File: src/rtl/vga_csc_pkg.sv
// Shared types and constants for the analogue video colour-space output stage:
// mode encodings, per-channel matrix coefficients and blank levels.
package vga_csc_pkg;

    typedef enum logic [1:0] {
        MODE_RGB   = 2'd0,
        MODE_YPBPR = 2'd1,
        MODE_YCBCR = 2'd2,
        MODE_RSVD  = 2'd3
    } mode_e;

    typedef enum logic [1:0] {
        CH_Y = 2'd0,
        CH_B = 2'd1,
        CH_R = 2'd2
    } chan_e;

    // One row of the conversion matrix; off is added in units of 256.
    typedef struct packed {
        logic signed [8:0] c0;
        logic signed [8:0] c1;
        logic signed [8:0] c2;
        logic [7:0]        off;
    } coef_t;

    localparam int LATENCY = 3;
    localparam logic signed [17:0] ROUND_BIAS = 18'sd128;

    localparam coef_t COEF_NONE = '{c0: 9'sd0,   c1: 9'sd0,    c2: 9'sd0,   off: 8'd0};

    localparam coef_t YPBPR_Y   = '{c0: 9'sd77,  c1: 9'sd150,  c2: 9'sd29,  off: 8'd0};
    localparam coef_t YPBPR_PB  = '{c0: -9'sd43, c1: -9'sd85,  c2: 9'sd128, off: 8'd128};
    localparam coef_t YPBPR_PR  = '{c0: 9'sd128, c1: -9'sd107, c2: -9'sd21, off: 8'd128};

    localparam coef_t YCBCR_Y   = '{c0: 9'sd66,  c1: 9'sd129,  c2: 9'sd25,  off: 8'd16};
    localparam coef_t YCBCR_CB  = '{c0: -9'sd38, c1: -9'sd74,  c2: 9'sd112, off: 8'd128};
    localparam coef_t YCBCR_CR  = '{c0: 9'sd112, c1: -9'sd94,  c2: -9'sd18, off: 8'd128};

    localparam logic [7:0] YPBPR_BLANK_Y = 8'd0;
    localparam logic [7:0] YPBPR_BLANK_C = 8'd128;
    localparam logic [7:0] YCBCR_BLANK_Y = 8'd16;
    localparam logic [7:0] YCBCR_BLANK_C = 8'd128;

    // The reserved encoding behaves exactly like RGB.
    function automatic mode_e pixel_mode(input logic [1:0] m);
        case (m)
            2'd1:    return MODE_YPBPR;
            2'd2:    return MODE_YCBCR;
            default: return MODE_RGB;
        endcase
    endfunction

    function automatic coef_t csc_coef(input mode_e m, input chan_e ch);
        coef_t c;
        c = COEF_NONE;
        if (m == MODE_YPBPR) begin
            case (ch)
                CH_Y:    c = YPBPR_Y;
                CH_B:    c = YPBPR_PB;
                default: c = YPBPR_PR;
            endcase
        end else if (m == MODE_YCBCR) begin
            case (ch)
                CH_Y:    c = YCBCR_Y;
                CH_B:    c = YCBCR_CB;
                default: c = YCBCR_CR;
            endcase
        end
        return c;
    endfunction

    function automatic logic [7:0] blank_level(input mode_e m, input chan_e ch);
        logic [7:0] v;
        v = 8'd0;
        if (m == MODE_YPBPR)
            v = (ch == CH_Y) ? YPBPR_BLANK_Y : YPBPR_BLANK_C;
        else if (m == MODE_YCBCR)
            v = (ch == CH_Y) ? YCBCR_BLANK_Y : YCBCR_BLANK_C;
        return v;
    endfunction

endpackage

File: src/rtl/vga_csc_channel.sv
// One output channel of the colour matrix: products registered in the first
// stage, rounded sum in the second, clamp to 0..255 on the way out.
module vga_csc_channel
    import vga_csc_pkg::*;
(
    input  logic       clk,
    input  logic       reset_n,
    input  logic [7:0] r,
    input  logic [7:0] g,
    input  logic [7:0] b,
    input  coef_t      coef,
    output logic [7:0] result
);

    logic signed [17:0] prod_r;
    logic signed [17:0] prod_g;
    logic signed [17:0] prod_b;
    logic signed [17:0] off_term;
    logic signed [17:0] sum;
    logic signed [9:0]  scaled;

    function automatic logic signed [17:0] mul(input logic signed [8:0] c, input logic [7:0] x);
        logic signed [17:0] cs;
        logic signed [17:0] xs;
        cs = {{9{c[8]}}, c};
        xs = $signed({10'd0, x});
        return cs * xs;
    endfunction

    // NOTE: clocked state uses non-blocking assignments so every register
    // samples the pre-edge value of its neighbours.
    always_ff @(posedge clk) begin
        if (!reset_n) begin
            prod_r   <= '0;
            prod_g   <= '0;
            prod_b   <= '0;
            off_term <= '0;
            sum      <= '0;
        end else begin
            prod_r   <= mul(coef.c0, r);
            prod_g   <= mul(coef.c1, g);
            prod_b   <= mul(coef.c2, b);
            off_term <= $signed({2'b00, coef.off, 8'd0});
            sum      <= off_term + prod_r + prod_g + prod_b + ROUND_BIAS;
        end
    end

    // Arithmetic shift by 8; the sum always fits the 10 remaining bits.
    assign scaled = sum[17:8];

    always_comb begin
        result = scaled[7:0];
        if (scaled < 10'sd0)
            result = 8'd0;
        else if (scaled > 10'sd255)
            result = 8'd255;
    end

endmodule

File: src/rtl/vga_out_csc.sv
// Colour-space output stage: RGB passthrough, YPbPr or limited-range YCbCr with
// mode-correct blanking, 3-cycle fixed latency, mode changes taken at vsync.
module vga_out_csc
    import vga_csc_pkg::*;
#(
    parameter int IN_W           = 6,
    parameter int OUT_W          = 6,
    parameter bit VS_ACTIVE_HIGH = 1'b1
) (
    input  logic                 clk,
    input  logic                 reset_n,
    input  logic [1:0]           mode,
    input  logic                 blank_en,
    input  logic                 hsync,
    input  logic                 vsync,
    input  logic                 csync,
    input  logic                 de,
    input  logic [3*IN_W-1:0]    din,
    output logic [3*OUT_W-1:0]   dout,
    output logic                 hsync_o,
    output logic                 vsync_o,
    output logic                 csync_o,
    output logic                 de_o,
    output logic [1:0]           mode_active
);

    function automatic logic [7:0] expand(input logic [IN_W-1:0] c);
        logic [7:0] e;
        for (int i = 0; i < 8; i++)
            e[7-i] = c[IN_W-1-(i%IN_W)];
        return e;
    endfunction

    function automatic logic [OUT_W-1:0] trunc(input logic [7:0] v);
        return v[7 -: OUT_W];
    endfunction

    logic        vs_prev;
    logic        hist_valid;
    logic        boundary;
    mode_e       entry_mode;

    // First sample after reset only seeds the history; it is never an edge.
    assign boundary = hist_valid &&
                      (VS_ACTIVE_HIGH ? (vsync && !vs_prev) : (!vsync && vs_prev));

    always_ff @(posedge clk) begin
        if (!reset_n) begin
            vs_prev     <= 1'b0;
            hist_valid  <= 1'b0;
            mode_active <= 2'd0;
        end else begin
            vs_prev    <= vsync;
            hist_valid <= 1'b1;
            if (boundary)
                mode_active <= mode;
        end
    end

    assign entry_mode = pixel_mode(mode_active);

    logic [7:0] exp_r;
    logic [7:0] exp_g;
    logic [7:0] exp_b;

    assign exp_r = expand(din[3*IN_W-1 -: IN_W]);
    assign exp_g = expand(din[2*IN_W-1 -: IN_W]);
    assign exp_b = expand(din[IN_W-1 -: IN_W]);

    coef_t      coef_y;
    coef_t      coef_cb;
    coef_t      coef_cr;
    logic [7:0] ch_y;
    logic [7:0] ch_cb;
    logic [7:0] ch_cr;

    assign coef_y  = csc_coef(entry_mode, CH_Y);
    assign coef_cb = csc_coef(entry_mode, CH_B);
    assign coef_cr = csc_coef(entry_mode, CH_R);

    vga_csc_channel u_ch_y (
        .clk(clk), .reset_n(reset_n), .r(exp_r), .g(exp_g), .b(exp_b),
        .coef(coef_y), .result(ch_y)
    );

    vga_csc_channel u_ch_cb (
        .clk(clk), .reset_n(reset_n), .r(exp_r), .g(exp_g), .b(exp_b),
        .coef(coef_cb), .result(ch_cb)
    );

    vga_csc_channel u_ch_cr (
        .clk(clk), .reset_n(reset_n), .r(exp_r), .g(exp_g), .b(exp_b),
        .coef(coef_cr), .result(ch_cr)
    );

    // Per-pixel side data travelling alongside the matrix stages.
    logic [23:0] rgb_s1;
    logic [23:0] rgb_s2;
    mode_e       mode_s1;
    mode_e       mode_s2;
    logic        blank_s1;
    logic        blank_s2;
    logic [3:0]  tim_q [LATENCY];

    // NOTE: every pipeline stage, including the timing delay array, is cleared
    // by reset so a mid-frame reset cannot release stale pixels afterwards.
    always_ff @(posedge clk) begin
        if (!reset_n) begin
            rgb_s1   <= '0;
            rgb_s2   <= '0;
            mode_s1  <= MODE_RGB;
            mode_s2  <= MODE_RGB;
            blank_s1 <= 1'b0;
            blank_s2 <= 1'b0;
            for (int i = 0; i < LATENCY; i++)
                tim_q[i] <= '0;
        end else begin
            rgb_s1   <= {exp_r, exp_g, exp_b};
            rgb_s2   <= rgb_s1;
            mode_s1  <= entry_mode;
            mode_s2  <= mode_s1;
            blank_s1 <= blank_en;
            blank_s2 <= blank_s1;
            tim_q[0] <= {hsync, vsync, csync, de};
            for (int i = 1; i < LATENCY; i++)
                tim_q[i] <= tim_q[i-1];
        end
    end

    logic                 de_s2;
    logic [3*OUT_W-1:0]   dout_next;

    assign de_s2 = tim_q[1][0];

    // NOTE: the default assignment first keeps this block free of latches.
    always_comb begin
        dout_next = '0;
        if (blank_s2 && !de_s2)
            dout_next = {trunc(blank_level(mode_s2, CH_R)),
                         trunc(blank_level(mode_s2, CH_Y)),
                         trunc(blank_level(mode_s2, CH_B))};
        else if (mode_s2 == MODE_RGB)
            dout_next = {trunc(rgb_s2[23:16]), trunc(rgb_s2[15:8]), trunc(rgb_s2[7:0])};
        else
            dout_next = {trunc(ch_cr), trunc(ch_y), trunc(ch_cb)};
    end

    always_ff @(posedge clk) begin
        if (!reset_n)
            dout <= '0;
        else
            dout <= dout_next;
    end

    assign {hsync_o, vsync_o, csync_o, de_o} = tim_q[LATENCY-1];

endmodule
File: config.mk
export PLATFORM = sky130hd
export DESIGN_NAME = vga_out_csc
export DESIGN_NICKNAME = d
export VERILOG_FILES = /design/src/rtl/vga_csc_pkg.sv /design/src/rtl/vga_csc_channel.sv /design/src/rtl/vga_out_csc.sv
export SDC_FILE = /design/constraint.sdc
export NUM_CORES = 1
export LEC_CHECK = 0
export CAP_MARGIN = 20
export CORE_ASPECT_RATIO = 0.75
export CORE_MARGIN = 1.5
export CORE_UTILIZATION = 30
export DETAILED_ROUTE_END_ITERATION = 16
export DONT_BUFFER_PORTS = 1
export REMOVE_ABC_BUFFERS = 1
export SLEW_MARGIN = 5
export SYNTH_ARGS = -nofsm -noshare
export SYNTH_HDL_FRONTEND = slang
export SYNTH_SLANG_ARGS = --single-unit
File: constraint.sdc
create_clock -name clk -period 6.37 [get_ports clk]
set_input_delay 1.911 -clock clk [delete_from_list [all_inputs] [get_ports clk]]
set_output_delay 1.911 -clock clk [all_outputs]
set_load 0.03 [all_outputs]
==> results.json <==
{
  "post-cts-setup-buffers": 0,
  "setup_violations": 0,
  "slowest_stage": "ha_1",
  "finalHoldViolCount": 0,
  "status": "finished clean",
  "die_area_sq_um": 76800,
  "register_area_sq_um": 4840,
  "crit_required_ps": 6810,
  "synthCells": 2418,
  "synth_cell_types": 67,
  "synth_edf_count": 0,
  "synth_seq_cells": 242,
  "wl_per_cell_um": 16.1,
  "max_freq_mhz": 170,
  "worst-setup-path-type": "register to register",
  "path_cells": "inv_1, ha_1, nand2_1, nor2_1, a21oi_1, ha_1, or2_2, fa_1, inv_1, fa_1, fa_1, inv_1, ha_1, o21a_1, a21oi_1, o21ai_1, a21oi_1, o41ai_1, xnor2_1, nor2_1",
  "synth_area_sq_um": 22500,
  "yosysTopAreaCell": "ha_1",
  "area_delta_synth_final_pct": 9.87,
  "synth_warnings": 0,
  "vias_per_cell": 4.48,
  "crit_family": "adder cells",
  "fin_skew_ps": 28.3,
  "grt_use_total": 0.147,
  "dr.first_iter.drc_count": 913,
  "ios": 51,
  "clk_path_buf_depth": 3,
  "worst_path_largest_cell_delay_ps": 810,
  "ys.flop_type": "dfxtp_1",
  "wirelength_um": 55100,
  "min_period_ps": 5870,
  "gp_congestion": 0.887,
  "grt_overflow": 0,
  "power.total_uw": 5380,
  "ant_nets": 0,
  "cts_buffers": 26,
  "slew_headroom": 0.330,
  "grt_antenna_before_repair": 2,
  "synth_seq_area_share": 0.215,
  "drcViolationCount": 0,
  "async_reset_ff_frac": 0,
  "crit_path_end_kind": "register",
  "drtPass1Iterations": 4,
  "worst-path-buf-inv": 3,
  "rows": 86,
  "layout-drive-gt1-share": 0.0440,
  "yosys-top-cells-count": "inv_1 (487), ha_1 (401), dfxtp_1 (242)",
  "nets": 3093,
  "die_w_um": 320,
  "grt_pass1_wl_um": 87700,
  "dp_hpwl_um": 45800,
  "start_util": 0.305,
  "final_max_slew_viol_count": 0,
  "syn_avg_cell_area_sq_um": 9.32,
  "fin_crit_sh": 0.922,
  "grt_setup_unrepaired": "no",
  "tightest_slew_ps": 1000,
  "synth_top_area_share": 0.223,
  "clock_sinks": 242,
  "multi_input_area_sq_um": 15700,
  "cts_resized": 0,
  "p_leak_uw": 0.0134,
  "htree_levels": 1,
  "grt_max_degree": 120,
  "grt_pass1_vias": 15200,
  "fin_tns_setup_ps": 0,
  "die_h_um": 240,
  "ir_drop_mv": 0.155,
  "core_sq_um": 73900,
  "root_buffer": "clkbuf_16",
  "cap_viol_max_count": 0,
  "p_per_area_nw_per_um2": 217,
  "cts.reportedPaths.clkPinSlew_ps": 60,
  "cts_tree": "done",
  "crit_path_max_fanout": 17,
  "start_kind": "register",
  "worstHoldPathType": "register to register",
  "fillers": 7552,
  "clock_latency_ps": 580,
  "r2r_slack_ps": 500,
  "synth_area_leaders": "ha_1 (22%), dfxtp_1 (21%), fa_1 (20%), inv_1 (8.1%), xnor2_1 (3.5%)",
  "io_buffers": 0,
  "crit_arrival_ps": 6310,
  "yosysMostFrequentCell": "inv_1",
  "ctsHoldBuffers": 0,
  "dr_total_vias": 15300
}
-- area by class of cell --
cell class | instances | area share
Antenna cell | 1 | 0.000101
Clock buffer | 33 | 0.0285
Clock inverter | 13 | 0.00636
Inverter | 490 | 0.0743
Multi-Input combinational cell | 1633 | 0.632
Sequential cell | 242 | 0.196
Tap cell | 968 | 0.0489
Timing Repair Buffer | 44 | 0.0138
-- through the flow --
step / instances / utilization / area (sq um) / hold WS [ps] / worst slack, ps
global placement: 3376 / 0.323 / 23900 / 415 / 166
detailed placement: 3376 / 0.323 / 23900 / 417 / 108
CTS: 3422 / 0.335 / 24800 / 427 / 535
global route: 3423 / 0.335 / 24800 / 443 / 181
floorplan: 2365 / - / 22300 / 412 / 177
finish: 3424 / 0.335 / 24800 / 424 / 498
-- cell usage in the layout (no fill, tap or decap), types with 17 or more instances in the layout --
cell type  Yosys  final
a21o_1        45     45
nand2b_1      33     33
nor2b_1       34     34
clkbuf_16      0     26
nand2_1       74     74
o21ai_0       25     25
inv_1        487    487
ha_1         401    400
nor2_1       199    199
dfxtp_1      242    242
and2_1       124    124
xor2_1        57     57
buf_4          0     42
fa_1         228    228
o21ai_1       17     17
a21oi_1       92     92
nor3_1        44     44
xnor2_1       90     90
-- report_power, final --
part           internal [uW]  total (uW)  switching (uW)
logic                    834        1970            1130
registers               1700        1860             156
clock network            876        1560             682
total                   3410        5380            1970
-- metal layers --
| metal | global-route usage | wire (um) |
|---|---|---|
| met5 | 0 | 12 |
| met4 | 0.0227 | 826 |
| met3 | 0.0334 | 3660 |
| met2 | 0.199 | 20600 |
| met1 | 0.234 | 30000 |
-- worst register-to-register path, cell delays in order, from the launching register on --
cell and delay, ps:
dfxtp_1 370, inv_1 100, ha_1 810, nand2_1 360, nor2_1 310, a21oi_1 90, ha_1 200, or2_2 310
fa_1 530, inv_1 50, fa_1 460, fa_1 550, inv_1 40, ha_1 330, o21a_1 150, a21oi_1 90
o21ai_1 220, a21oi_1 140, o41ai_1 400, xnor2_1 170, nor2_1 60
-- registers in the layout, summed over array words and instances, names as in the netlist, 15 cells and up --
signal          flops
dout               18
rgb_s1             18
rgb_s2             18
u_ch_cb.prod_g     18
u_ch_cb.prod_r     18
u_ch_cr.prod_b     18
u_ch_cr.prod_g     17
u_ch_y.prod_g      16
u_ch_y.prod_b      15
-- final timing paths --
check                                     from                 end  cells after the start
worst min register to register      rgb_s1[22]          rgb_s2[22]                      1
worst min-delay path                rgb_s1[22]          rgb_s2[22]                      1
worst max-delay path            mode_active[1]  u_ch_cb.prod_r[17]                     20
worst max register to register  mode_active[1]  u_ch_cb.prod_r[17]                     20
-- cells by family after synthesis --
| kind of cell | synth area share |
|---|---|
| xor gates and xnor gates | 0.0571 |
| adders and majority gates | 0.426 |
| muxes | 0.00178 |
| DFF | 0.215 |
| and+or+nand+nor | 0.123 |
| buffers and inverters | 0.0904 |
| AOI/OAI and AO/OA | 0.0866 |
No activity file was read; power rests on OpenSTA's default activity.
